## src/rtl/neuron_writeback_if.sv

```systemverilog
// Stage-4 result bundle plus neuron-RAM write port for neuron_writeback.
// The slave modport is the writeback block's view; master is the driver/RAM side.
interface neuron_writeback_if #(
    parameter int DATA_W = 16,
    parameter int ADDR_W = 12
);
    logic              done_4;
    logic [DATA_W-1:0] out_4;
    logic [ADDR_W-1:0] out_neuron_addr_4;
    logic              write_neuron_4;
    logic              mem_ready;
    logic              mem_we;
    logic [ADDR_W-1:0] mem_addr;
    logic [DATA_W-1:0] mem_wdata;
    logic              fifo_full;
    logic              overflow;
    logic              layer_done;

    modport slave (
        input  done_4, out_4, out_neuron_addr_4, write_neuron_4, mem_ready,
        output mem_we, mem_addr, mem_wdata, fifo_full, overflow, layer_done
    );

    modport master (
        output done_4, out_4, out_neuron_addr_4, write_neuron_4, mem_ready,
        input  mem_we, mem_addr, mem_wdata, fifo_full, overflow, layer_done
    );
endinterface

```

## src/rtl/neuron_writeback.sv

```systemverilog
// Stage-4 sink: queues neuron results in a FIFO, writes them to neuron RAM and
// pulses layer_done once a layer has drained. Define NEURON_WB_RELU_EN to clamp negatives to 0.
module neuron_writeback #(
    parameter int DATA_W     = 16,
    parameter int ADDR_W     = 12,
    parameter int FIFO_DEPTH = 4
) (
    input  logic                  clk,
    input  logic                  reset,
    neuron_writeback_if.slave     wb,
    output logic [1:0]            o_dbg_state
);
    localparam int PTR_W = $clog2(FIFO_DEPTH);
    localparam int CNT_W = PTR_W + 1;

    typedef enum logic [1:0] {
        S_IDLE  = 2'd0,
        S_DRAIN = 2'd1,
        S_DONE  = 2'd2
    } state_t;

    state_t            r_state;
    state_t            w_state_next;
    logic [ADDR_W-1:0] r_addr_mem [FIFO_DEPTH];
    logic [DATA_W-1:0] r_data_mem [FIFO_DEPTH];
    logic [PTR_W-1:0]  r_wr_ptr;
    logic [PTR_W-1:0]  r_rd_ptr;
    logic [CNT_W-1:0]  r_count;
    logic [CNT_W-1:0]  w_count_next;
    logic              r_overflow;
    logic              w_mem_we;
    logic              w_pop;
    logic              w_push;
    logic              w_full;
    logic [DATA_W-1:0] w_push_data;

    // Write port: a transfer happens on every cycle with mem_we && mem_ready;
    // mem_addr/mem_wdata come from registered storage and hold while mem_ready=0.
    assign w_mem_we = (r_count != '0);
    assign w_full   = (r_count == CNT_W'(FIFO_DEPTH));
    assign w_pop    = w_mem_we && wb.mem_ready;
    assign w_push   = wb.write_neuron_4 && (!w_full || w_pop);

`ifdef NEURON_WB_RELU_EN
    assign w_push_data = wb.out_4[DATA_W-1] ? '0 : wb.out_4;
`else
    assign w_push_data = wb.out_4;
`endif

    always_comb begin
        w_count_next = r_count;
        case ({w_push, w_pop})
            2'b10:   w_count_next = r_count + CNT_W'(1);
            2'b01:   w_count_next = r_count - CNT_W'(1);
            default: w_count_next = r_count;
        endcase
    end

    always_ff @(posedge clk) begin
        if (w_push) begin
            r_addr_mem[r_wr_ptr] <= wb.out_neuron_addr_4;
            r_data_mem[r_wr_ptr] <= w_push_data;
        end
    end

    always_ff @(posedge clk) begin
        if (reset) begin
            r_wr_ptr   <= '0;
            r_rd_ptr   <= '0;
            r_count    <= '0;
            r_overflow <= 1'b0;
        end else begin
            if (w_push) r_wr_ptr <= r_wr_ptr + PTR_W'(1);
            if (w_pop)  r_rd_ptr <= r_rd_ptr + PTR_W'(1);
            r_count <= w_count_next;
            if (wb.write_neuron_4 && !w_push) r_overflow <= 1'b1;
        end
    end

    always_ff @(posedge clk) begin
        if (reset) r_state <= S_IDLE;
        else       r_state <= w_state_next;
    end

    // The done marker waits until everything queued ahead of (or with) it has been written.
    always_comb begin
        w_state_next = r_state;
        case (r_state)
            S_IDLE:  if (wb.done_4) w_state_next = (w_count_next == '0) ? S_DONE : S_DRAIN;
            S_DRAIN: if (w_count_next == '0) w_state_next = S_DONE;
            S_DONE:  w_state_next = S_IDLE;
            default: w_state_next = S_IDLE;
        endcase
    end

    assign wb.mem_we     = w_mem_we;
    assign wb.mem_addr   = w_mem_we ? r_addr_mem[r_rd_ptr] : '0;
    assign wb.mem_wdata  = w_mem_we ? r_data_mem[r_rd_ptr] : '0;
    assign wb.fifo_full  = w_full;
    assign wb.overflow   = r_overflow;
    assign wb.layer_done = (r_state == S_DONE);
    assign o_dbg_state   = r_state;
endmodule
```

## src/flat_wrapper.sv

```systemverilog
// flat-port wrapper written by rule: the top's interface ports become plain ports
module neuron_writeback_flat 
#(
    parameter int DATA_W     = 16,
    parameter int ADDR_W     = 12,
    parameter int FIFO_DEPTH = 4
)
  (clk, reset, o_dbg_state, wb_done_4, wb_out_4, wb_out_neuron_addr_4, wb_write_neuron_4, wb_mem_ready, wb_mem_we, wb_mem_addr, wb_mem_wdata, wb_fifo_full, wb_overflow, wb_layer_done);
  neuron_writeback_if #(.DATA_W(DATA_W), .ADDR_W(ADDR_W)) wb_i ();
  input  logic clk;
  input  logic reset;
  output logic [1:0] o_dbg_state;
  input wire logic [$bits(wb_i.done_4)-1:0] wb_done_4;
  input wire logic [$bits(wb_i.out_4)-1:0] wb_out_4;
  input wire logic [$bits(wb_i.out_neuron_addr_4)-1:0] wb_out_neuron_addr_4;
  input wire logic [$bits(wb_i.write_neuron_4)-1:0] wb_write_neuron_4;
  input wire logic [$bits(wb_i.mem_ready)-1:0] wb_mem_ready;
  output wire logic [$bits(wb_i.mem_we)-1:0] wb_mem_we;
  output wire logic [$bits(wb_i.mem_addr)-1:0] wb_mem_addr;
  output wire logic [$bits(wb_i.mem_wdata)-1:0] wb_mem_wdata;
  output wire logic [$bits(wb_i.fifo_full)-1:0] wb_fifo_full;
  output wire logic [$bits(wb_i.overflow)-1:0] wb_overflow;
  output wire logic [$bits(wb_i.layer_done)-1:0] wb_layer_done;
  assign wb_i.done_4 = wb_done_4;
  assign wb_i.out_4 = wb_out_4;
  assign wb_i.out_neuron_addr_4 = wb_out_neuron_addr_4;
  assign wb_i.write_neuron_4 = wb_write_neuron_4;
  assign wb_i.mem_ready = wb_mem_ready;
  assign wb_mem_we = wb_i.mem_we;
  assign wb_mem_addr = wb_i.mem_addr;
  assign wb_mem_wdata = wb_i.mem_wdata;
  assign wb_fifo_full = wb_i.fifo_full;
  assign wb_overflow = wb_i.overflow;
  assign wb_layer_done = wb_i.layer_done;
  neuron_writeback #(.DATA_W(DATA_W), .ADDR_W(ADDR_W), .FIFO_DEPTH(FIFO_DEPTH)) u_core (.clk(clk), .reset(reset), .wb(wb_i), .o_dbg_state(o_dbg_state));
endmodule
```

## config.mk

```make
export PLATFORM = sky130hd
export DESIGN_NAME = neuron_writeback_flat
export DESIGN_NICKNAME = d
export VERILOG_FILES = /design/src/rtl/neuron_writeback_if.sv /design/src/rtl/neuron_writeback.sv /design/src/flat_wrapper.sv
export SDC_FILE = /design/constraint.sdc
export NUM_CORES = 1
export LEC_CHECK = 0
export CORE_ASPECT_RATIO = 0.5
export CORE_MARGIN = 8
export CORE_UTILIZATION = 40
export CTS_CLUSTER_DIAMETER = 50
export DETAILED_ROUTE_END_ITERATION = 7
export SLEW_MARGIN = 25
export SYNTH_ARGS = -nofsm -noshare
export SYNTH_HDL_FRONTEND = slang
export SYNTH_SLANG_ARGS = --single-unit
```

## constraint.sdc

```tcl
create_clock -name clk -period 3.07 [get_ports clk]
set_input_delay 0.4605 -clock clk [delete_from_list [all_inputs] [get_ports clk]]
set_output_delay 0.4605 -clock clk [all_outputs]
set_load 0.03 [all_outputs]
```

==> results.py <==
metrics = {
    "yosys": {
        "count_of_flip_flops_with_a_built_in_enable_after_synthesis": 112,
        "postSynth.asyncResetShare": 0,
        "synth.avg_cell_area_um2": 19.4,
        "synth_top_area_share": 0.684,
        "top_flip_flop_cell_by_instance_count_after_synthesis": "edfxtp_1",
        "synth-seq-cells": 124,
        "synthesis.area_mm2": 0.00492,
        "syn-instance-count": 254,
        "synth_largest_area_cell": "edfxtp_1",
        "post_synth_main_area_contributors": "edfxtp_1 68%, mux4_2 13%, dfxtp_1 4.9%, and2_1 4.1%, ha_1 1.0%",
        "synth.yosys.seq_area_share": 0.733,
        "syn-num-nets": 292,
        "number_of_synthesis_warnings": 0,
        "synth_cell_types": 36,
    },
    "route": {
        "drtPass1Iterations": 4,
        "drt_first_iter_violations": 267,
        "post-route-drc-count": 0,
        "drt_wl_total_um": 9420,
        "route.detailed.wl_per_inst_um": 18.2,
        "antenna_left": 0,
        "vias": 2545,
        "vias_per_cell": 4.91,
    },
    "worst_setup_path": {
        "sort_of_element_at_the_end_of_the_critical_path": "primary output",
        "ff2ff_path_depth": 7,
        "setup.worst_path.start_class": "flip-flop",
        "worst_ep_required_time_ps": 2610,
        "crit-reg2reg-launch": "u_core.r_count[2]",
        "reg2reg_slack_ps": 580,
        "regToRegEndpoint": "u_core.o_dbg_state[1]",
        "worst_setup_path_endpoint": "wb_mem_wdata[2]",
        "critPathArrivalTime_ps": 2430,
        "cp_max_fo": 10,
        "setup.worst_path.class": "reg2out",
    },
    "die": {
        "placement_rows": 28,
        "die_width_um": 173,
        "fp.dieArea_mm2": 0.0163,
        "io_pins": 67,
        "area_of_the_core_mm2": 0.0119,
        "chipHeight_um": 94.4,
        "initial_utilization": 0.413,
    },
    "cells_and_area": {
        "antenna_fix_cells": 0,
        "nets_final": 378,
        "layout-drive-gt1-share": 0.227,
        "fillerInstances": 930,
        "multi_input_area_mm2": 0.00122,
        "post_layout_nonfiller_instances": 518,
        "final-seq-area_mm2": 0.00360,
        "area.growth.synth_to_final_pct": 30.1,
    },
    "run": {
        "timing.max_cap.violations": 0,
    },
    "sta": {
        "max_slew.worst_pin.slew_ps": 545,
        "timing.fmax_ghz": 0.346,
        "worst_skew_ps": 6.73,
        "final_hold_viol_count": 0,
        "timing.final.max_slew_violations": 0,
        "timing.slew.headroom": 0.635,
        "timing.final.setup_violations": 0,
        "period_minus_slack_ps": 2890,
        "rsz0062_at_grt": "no",
        "finalCritPeriodShare": 0.941,
        "setup-tns-final_ps": 0,
    },
    "global_route": {
        "grt_first_pass_wirelength_um": 14800,
        "grt_max_degree": 21,
        "globalRoute.totalOverflow": 0,
        "grt_pass1_vias": 2817,
        "antenna_found_initial": 0,
        "track_usage": 0.119,
    },
    "cts": {
        "tritoncts_clock_tree": "built",
        "number_of_post_cts_setup_repair_buffers": 0,
        "cts_root_buffer": "clkbuf_16",
        "numCtsBuffers": 17,
        "max-clock-path-buffers": 2,
        "clkSinkCount": 124,
        "worstSkewPairLatency_ps": 400,
        "clk_pin_slew_ps": 50,
        "cts-htree-levels": 4,
    },
    "placement": {
        "placed_cells_incl_taps": 486,
        "count_of_port_buffers_added_during_placement": 66,
        "place_congestion": 0.782,
        "detailedPlacementHpwl_um": 6240,
    },
    "power_and_ir_drop": {
        "p_leak_nw": 2.11,
        "ir_worst_vdd_mv": 0.444,
        "power_per_standard_cell_area_mw_per_mm2": 734,
    },
    "worst_hold_path": {
        "hold_path.class": "reg2reg",
        "holdCritStartpoint": "u_core.wb.overflow",
    },
    "outcome": {
        "outcome": "finished clean",
    },
}
-- layout make-up --
type / count / area share
clock buffers: 17 / 0.0665
flip-flops and latches: 124 / 0.563
clock inverters: 15 / 0.0166
inverters: 7 / 0.00411
multi-input cells: 109 / 0.190
repair buffers: 81 / 0.127
well taps: 165 / 0.0323
-- worst min path at each step --
stage                       endpoint  slack, ps  cells past startpoint
2_1_floorplan              flip-flop        480                      2
3_5_place_dp      u_core.wb.overflow        480                      2
3_3_place_gp      u_core.wb.overflow        470                      2
6_report          u_core.wb.overflow        480                      2
5_1_grt        u_core.o_dbg_state[1]        550                      1
4_1_cts           u_core.wb.overflow        500                      2
-- synthesized netlist by cell type (2+ instances only) --
library cell,number
mux2i_1,2
ha_1,4
inv_1,7
nand3_1,4
a31oi_1,2
and2_1,32
xor2_1,4
a211oi_1,3
dfxtp_1,12
nor2_1,8
nand2_1,2
clkbuf_1,6
buf_2,3
mux4_2,28
o21ai_0,2
buf_4,3
nand3b_1,2
edfxtp_1,112
-- power by group --
group	internal (mW)	leakage, nW	switching (mW)
registers	1.95	1.13	0.0492
clock network	1.09	0.258	0.676
logic	0.443	0.724	0.488
total	3.49	2.11	1.21
-- routing by layer --
metal,track usage,share of wire,vias up
met4,0.0599,0.0057,0
li1,-,-,1180
met3,0.0295,0.034,5
met5,0,0,-
met1,0.142,0.45,1315
met2,0.204,0.51,45
-- critical path, cell delays in order, from the launching register on --
cell	delay, ps
dfxtp_2	500
buf_6	240
mux4_2	520
and2_1	180
clkdlybuf4s50_1	590
-- what timing repair did --
item | 4_1_cts | 5_1_grt
setup endpoints to repair | 0 | 1
hold buffers | 0 | 0
hold endpoints to repair | 0 | 0
resized for setup | 0 | 1
-- registers in the layout (all words and copies together) (netlist names), named ones only --
name,flops
u_core.o_dbg_state,2
u_core.r_addr_mem,48
u_core.r_count,3
u_core.r_data_mem,64
u_core.r_rd_ptr,2
u_core.r_wr_ptr,2
u_core.wb.overflow,1
-- cell usage in the layout, fill, tap and decap left out, drive strengths merged, types with 2 or more instances in the layout --
cell type / instances
o21ai: 2
mux4: 28
clkinv: 10
mux2i: 2
ha: 4
a31oi: 2
edfxtp: 112
buf: 16
nor2: 8
nand2: 2
a211oi: 3
dfxtp: 12
and2: 32
clkdlybuf4s50: 65
nand3: 4
a221oi: 2
clkbuf: 17
clkinvlp: 3
inv: 8
xor2: 4
nand3b: 2
-- metrics by stage --
step	util	instance area [um^2]	power [mW]	setup slack (ps)	hold WS (ps)
after floorplan	-	4920	2.59	335	485
final	0.537	6400	4.70	182	484
after global placement	0.492	5860	2.96	415	466
after global routing	0.537	6400	4.88	72.1	553
after detailed placement	0.492	5860	2.99	323	484
after CTS	0.537	6390	4.75	47.4	497
-- cell families (layout without fill, tap and decap cells) --
logic type	after synthesis	count (layout)	share of synthesized area
multiplexers	30	30	0.132
buffers and inverters	21	120	0.0209
AND/OR/NAND/NOR	55	55	0.0689
AO/OA/AOI/OAI	14	14	0.0221
flip-flops	124	124	0.733
XOR/XNOR	5	5	0.00890
adder cells (fa/ha/maj)	5	5	0.0142
Note: power is estimated with default switching activity, not from simulation.
